**src/rtl/fetch_queue.sv**
```systemverilog
// Instruction fetch front end: a PC generator with credit-based request flow
// control, an in-order response queue toward decode, and redirect/flush handling.
module fetch_queue #(
   parameter int unsigned      XLEN     = 32,
   parameter int unsigned      DEPTH    = 4,
   parameter logic [XLEN-1:0]  RESET_PC = '0
) (
   input  logic            CLK,
   input  logic            RST,
   input  logic            PCSrcM,
   input  logic [XLEN-1:0] PCBranchM,
   output logic            IMemReqValid,
   output logic [XLEN-1:0] IMemReqAddr,
   input  logic            IMemReqReady,
   input  logic            IMemRespValid,
   input  logic [XLEN-1:0] IMemRespData,
   output logic            InstrValidD,
   input  logic            InstrReadyD,
   output logic [XLEN-1:0] InstrD,
   output logic [XLEN-1:0] PCD,
   output logic [XLEN-1:0] PCPlus4D
);

   localparam int unsigned PTRW = $clog2(DEPTH);
   localparam int unsigned CNTW = $clog2(DEPTH + 1);

   logic [XLEN-1:0] pc_q, pc_d;
   logic [XLEN-1:0] respPc_q, respPc_d;
   logic [CNTW-1:0] count_q, count_d;
   logic [CNTW-1:0] inflight_q, inflight_d;
   logic [CNTW-1:0] drop_q, drop_d;
   logic [PTRW-1:0] wrPtr_q, wrPtr_d;
   logic [PTRW-1:0] rdPtr_q, rdPtr_d;
   logic [XLEN-1:0] pcMem_q    [DEPTH];
   logic [XLEN-1:0] instrMem_q [DEPTH];

   logic [CNTW:0] occupancy;
   logic          reqFire;
   logic          respAccept;
   logic          respDrop;
   logic          push;
   logic          pop;

   // Entries queued plus requests outstanding bound the queue, so a push never overflows
   assign occupancy    = {1'b0, count_q} + {1'b0, inflight_q};
   assign IMemReqValid = ~RST & ~PCSrcM & (occupancy < (CNTW + 1)'(DEPTH));
   assign IMemReqAddr  = pc_q;
   assign reqFire      = IMemReqValid & IMemReqReady;

   // Responses with nothing outstanding are spurious and ignored entirely
   assign respAccept = IMemRespValid & (inflight_q != '0);
   assign respDrop   = respAccept & (drop_q != '0);
   assign push       = respAccept & (drop_q == '0) & ~PCSrcM;

   assign InstrValidD = ~RST & ~PCSrcM & (count_q != '0);
   assign pop         = InstrValidD & InstrReadyD;
   assign InstrD      = instrMem_q[rdPtr_q];
   assign PCD         = pcMem_q[rdPtr_q];
   assign PCPlus4D    = PCD + XLEN'(4);

   always_comb begin
      pc_d       = pc_q;
      respPc_d   = respPc_q;
      count_d    = count_q;
      drop_d     = drop_q;
      wrPtr_d    = wrPtr_q;
      rdPtr_d    = rdPtr_q;
      inflight_d = inflight_q + CNTW'(reqFire) - CNTW'(respAccept);
      if (PCSrcM) begin
         // Everything still outstanding belongs to the wrong path and must be discarded
         pc_d     = PCBranchM;
         respPc_d = PCBranchM;
         count_d  = '0;
         wrPtr_d  = '0;
         rdPtr_d  = '0;
         drop_d   = inflight_q - CNTW'(respAccept);
      end else begin
         if (reqFire) pc_d = pc_q + XLEN'(4);
         if (push) begin
            respPc_d = respPc_q + XLEN'(4);
            wrPtr_d  = wrPtr_q + PTRW'(1);
         end
         if (pop) rdPtr_d = rdPtr_q + PTRW'(1);
         if (respDrop) drop_d = drop_q - CNTW'(1);
         count_d = count_q + CNTW'(push) - CNTW'(pop);
      end
   end

   always_ff @(posedge CLK) begin
      if (RST) begin
         pc_q       <= RESET_PC;
         respPc_q   <= RESET_PC;
         count_q    <= '0;
         inflight_q <= '0;
         drop_q     <= '0;
         wrPtr_q    <= '0;
         rdPtr_q    <= '0;
      end else begin
         pc_q       <= pc_d;
         respPc_q   <= respPc_d;
         count_q    <= count_d;
         inflight_q <= inflight_d;
         drop_q     <= drop_d;
         wrPtr_q    <= wrPtr_d;
         rdPtr_q    <= rdPtr_d;
      end
   end

   always_ff @(posedge CLK) begin
      if (push) begin
         pcMem_q[wrPtr_q]    <= respPc_q;
         instrMem_q[wrPtr_q] <= IMemRespData;
      end
   end

endmodule

```
**config.mk**
```make
export PLATFORM = sky130hd
export DESIGN_NAME = fetch_queue
export DESIGN_NICKNAME = d
export VERILOG_FILES = /design/src/rtl/fetch_queue.sv
export SDC_FILE = /design/constraint.sdc
export NUM_CORES = 1
export LEC_CHECK = 0
export ABC_AREA = 1
export CAP_MARGIN = 20
export CORE_AREA = 2 2 247 127
export CTS_CLUSTER_DIAMETER = 50
export DETAILED_ROUTE_END_ITERATION = 6
export DIE_AREA = 0 0 249 129
export PLACE_DENSITY = 0.89
export SLEW_MARGIN = 0
export SYNTH_ARGS = -nofsm -noshare
export SYNTH_HDL_FRONTEND = slang
export SYNTH_SLANG_ARGS = --single-unit
```
**constraint.sdc**
```tcl
create_clock -name CLK -period 6.9 [get_ports CLK]
set_clock_uncertainty 0.1 [all_clocks]
set_input_delay 1.38 -clock CLK [delete_from_list [all_inputs] [get_ports CLK]]
set_output_delay 1.38 -clock CLK [all_outputs]
set_load 0.03 [all_outputs]
```
==> impl_metrics.xml <==
<?xml version="1.0" encoding="UTF-8"?>
<metrics>
  <group name="die">
    <metric name="floorplan.core_area" unit="µm²">29900</metric>
    <metric name="die_ht" unit="µm">129</metric>
    <metric name="fp-row-count" unit="">45</metric>
    <metric name="floorplan.initialDensity" unit="">0.545</metric>
    <metric name="die_x" unit="µm">249</metric>
    <metric name="die-area" unit="µm²">32100</metric>
    <metric name="io_pins" unit="">200</metric>
  </group>
  <group name="cts">
    <metric name="clock_path_buffers" unit="">3</metric>
    <metric name="cts_htree_levels" unit="">1</metric>
    <metric name="cts-resized-gates" unit="">0</metric>
    <metric name="clock-sinks" unit="">335</metric>
    <metric name="post-cts-setup-buffer-count" unit="">0</metric>
    <metric name="clk_pin_slew" unit="ps">70</metric>
    <metric name="numCtsBuffers" unit="">30</metric>
    <metric name="root_buffer" unit="">sky130_fd_sc_hd__clkbuf_16</metric>
    <metric name="tritoncts" unit="">built</metric>
    <metric name="post_cts_hold_buffer_count" unit="">0</metric>
    <metric name="insertion_delay" unit="ps">580</metric>
  </group>
  <group name="critical_path">
    <metric name="timing.critical_path.from_type" unit="">flop</metric>
    <metric name="critical_path.reg2reg.endpoint" unit="">count_q[2]</metric>
    <metric name="worst_ep_arrival_time" unit="ps">4180</metric>
    <metric name="r2r-start" unit="">inflight_q[1]</metric>
    <metric name="setup.worst_path.end" unit="">PCPlus4D[18]</metric>
    <metric name="r2r_slack" unit="ps">3340</metric>
    <metric name="timing.critical_path.fanout_max" unit="">36</metric>
    <metric name="worst-r2r-cell-count" unit="">13</metric>
    <metric name="timing_worst_setup_path_type" unit="">flop to primary output</metric>
    <metric name="critPathCaptureType" unit="">primary output</metric>
    <metric name="required_arrival_time_at_the_worst_endpoint" unit="ps">5420</metric>
  </group>
  <group name="route">
    <metric name="met2_wirelength" unit="µm">20400</metric>
    <metric name="route.final.wire_length" unit="µm">47400</metric>
    <metric name="drc" unit="">0</metric>
    <metric name="number_of_drc_markers_after_the_initial_detailed_route_iteration" unit="">1976</metric>
    <metric name="drt.antenna.violating_nets" unit="">0</metric>
    <metric name="vias_per_cell" unit="">5.75</metric>
    <metric name="detail_route.wirelength.met1" unit="µm">19500</metric>
    <metric name="route.top_layer_used" unit="">met4</metric>
    <metric name="drt-wirelength-per-cell" unit="µm">19.3</metric>
    <metric name="detailedRoute.firstPassIterationCount" unit="">6</metric>
    <metric name="num_vias" unit="">14100</metric>
    <metric name="routed-wl-met3" unit="µm">6160</metric>
  </group>
  <group name="synth">
    <metric name="synth_cell_type_count" unit="">38</metric>
    <metric name="post_synth_instance_area" unit="µm²">16300</metric>
    <metric name="synthesis.instances" unit="">1865</metric>
    <metric name="ys_warn_count" unit="">0</metric>
    <metric name="postSynthNetCount" unit="">1954</metric>
    <metric name="avgSynthCellArea" unit="µm²">8.74</metric>
    <metric name="number_of_synthesized_register_bits" unit="">335</metric>
    <metric name="synth_seq_area_share" unit="">0.569</metric>
  </group>
  <group name="grt">
    <metric name="grt_use_total" unit="">0.291</metric>
    <metric name="antenna_violations_before_repair" unit="">0</metric>
    <metric name="grt_start_max_net_pins" unit="">134</metric>
    <metric name="grt_first_pass_wirelength" unit="µm">73100</metric>
    <metric name="grt_pass1_vias" unit="">13300</metric>
    <metric name="gr_ovfl_total" unit="">0</metric>
  </group>
  <group name="worst_hold_path">
    <metric name="hold_path_class" unit="">flop to flop</metric>
    <metric name="worstHoldStart" unit="">rdPtr_q[0]</metric>
  </group>
  <group name="timing">
    <metric name="final-setup-viol-count" unit="">0</metric>
    <metric name="rsz0062_at_grt" unit="">no</metric>
    <metric name="number_of_hold_violations_in_the_final_report" unit="">0</metric>
    <metric name="fmax" unit="MHz">177</metric>
    <metric name="tns" unit="ps">0</metric>
    <metric name="timing.slew.headroom" unit="">0.278</metric>
    <metric name="final_clock_period_utilization_by_the_worst_path" unit="">0.821</metric>
    <metric name="whs" unit="ps">368</metric>
    <metric name="tightestPinTransition" unit="ps">1080</metric>
    <metric name="timing.final.max_slew_violations" unit="">0</metric>
    <metric name="finalWorstPathRequiredPeriod" unit="ps">5660</metric>
  </group>
  <group name="power_and_ir_drop">
    <metric name="comb_power_share" unit="">0.167</metric>
    <metric name="cellPowerDensity" unit="nW/µm²">249</metric>
    <metric name="sequentialPowerShare" unit="">0.489</metric>
    <metric name="static_leakage" unit="nW">7.45</metric>
    <metric name="p_int" unit="mW">3.48</metric>
    <metric name="ir_drop_worst_vdd" unit="mV">0.208</metric>
    <metric name="switching_share" unit="">0.284</metric>
    <metric name="switching_power" unit="mW">1.38</metric>
    <metric name="clockPowerShare" unit="">0.344</metric>
  </group>
  <group name="layout">
    <metric name="layout_commonest_cell" unit="">sky130_fd_sc_hd__nand2_1</metric>
    <metric name="commonest_non_fill_non_tap_cells_in_the_layout" unit="">sky130_fd_sc_hd__nand2_1 (570), sky130_fd_sc_hd__edfxtp_1 (256), sky130_fd_sc_hd__nor2_1 (220)</metric>
    <metric name="fin_area" unit="µm²">19500</metric>
    <metric name="synth_to_layout_area_growth" unit="%">19.7</metric>
    <metric name="diodes" unit="">0</metric>
    <metric name="finished_layout_cells" unit="">2457</metric>
    <metric name="final_net_count" unit="">2123</metric>
    <metric name="final_layout_size_suffix_gt1_frac" unit="">0.0539</metric>
  </group>
  <group name="place">
    <metric name="detailedPlacementHpwl" unit="µm">32500</metric>
    <metric name="routabilityCongestion" unit="">0.969</metric>
    <metric name="dpl-instance-area" unit="µm²">18500</metric>
    <metric name="port_buffers" unit="">199</metric>
    <metric name="dp_cells" unit="">2401</metric>
  </group>
  <group name="job">
    <metric name="max-cap-violations" unit="">0</metric>
  </group>
  <group name="outcome">
    <metric name="run_status" unit="">finished clean</metric>
  </group>
</metrics>
## power groups by stage
stage	Clock [mW]	Combinational, mW	Sequential (mW)
after global routing	1.77	0.870	2.38
final	1.67	0.812	2.37
after detailed placement	0	0.797	2.41
after CTS	1.68	0.802	2.37
after floorplan	0	0.459	2.41
after global placement	0	0.774	2.40
## layout make-up
cell class | instances | area, µm²
fillers | 2341 | 10400
flip-flops and latches | 335 | 9270
multi-input cells | 1304 | 6050
repair buffers | 211 | 2130
clock buffers | 47 | 875
inverters | 152 | 579
well taps | 399 | 499
clock inverters | 9 | 105
## flip-flops by register name, summed over array words and instances (netlist names), named ones only
register,count
rdPtr_q,2
count_q,3
pcMem_q,128
inflight_q,3
wrPtr_q,2
instrMem_q,128
respPc_q,32
drop_q,3
IMemReqAddr,32
## cell families after synthesis
logic type                 after synthesis  share of synthesized area
adders and majority gates               19                     0.0155
and+or+nand+nor                       1009                      0.256
xor gates and xnor gates                34                     0.0183
AOI/OAI and AO/OA                      242                     0.0798
buffers and inverters                  226                     0.0623
DFF                                    335                      0.569
## routing by layer
layer	vias up	GRT usage
li1	6549	-
met4	0	0.0809
met2	958	0.442
met5	-	0
met1	6508	0.419
met3	103	0.0724
## critical path, stage by stage, from the launching register on
cell and delay (ps):
sky130_fd_sc_hd__dfxtp_2 770, sky130_fd_sc_hd__inv_2 470, sky130_fd_sc_hd__nor2_1 180, sky130_fd_sc_hd__o21ai_0 90
sky130_fd_sc_hd__nand2_1 220, sky130_fd_sc_hd__ha_1 280, sky130_fd_sc_hd__inv_1 100, sky130_fd_sc_hd__nor2_4 150
sky130_fd_sc_hd__nand2_2 100, sky130_fd_sc_hd__nor2_2 270, sky130_fd_sc_hd__nand2_1 120, sky130_fd_sc_hd__xor2_1 150
sky130_fd_sc_hd__clkdlybuf4s50_1 690
## stage by stage
stage               utilization  setup slack [ps]  total power, mW
floorplan                     -              1510             2.87
global placement          0.620              2020             3.18
detailed placement        0.620              1910             3.21
CTS                       0.653              1290             4.85
global route              0.653              1010             5.02
finish                    0.653              1240             4.86
## synthesized netlist by cell type, drive strengths merged
cell | n | share of area
xor2 | 29 | 0.016
nand4 | 20 | 0.0077
o211ai | 3 | 0.0014
a21boi | 1 | 0.00069
o21bai | 2 | 0.00092
clkbuf | 28 | 0.0064
fa | 2 | 0.0025
buf | 46 | 0.020
o21ai | 129 | 0.040
ha | 17 | 0.013
nand3b | 1 | 0.00046
nor3 | 11 | 0.0037
clkinv | 2 | 0.00054
nand3 | 142 | 0.044
nor2 | 244 | 0.060
dfxtp | 79 | 0.097
or2 | 4 | 0.0015
a31o | 1 | 0.00054
xnor2 | 5 | 0.0027
o22ai | 35 | 0.013
a32oi | 1 | 0.00054
a21oi | 54 | 0.017
nand2 | 587 | 0.14
a31oi | 16 | 0.0061
inv | 150 | 0.035
edfxtp | 256 | 0.47
## how the worst min path moves through the flow
stage	endpoint	slack, ps	cells past startpoint
after floorplan	flop	340	2
after global placement	IMemReqAddr[0]	340	2
after detailed placement	flop	360	1
after CTS	drop_q[1]	370	2
after global routing	drop_q[1]	400	2
final	flop	370	1
(Power assumes the default switching activity.)
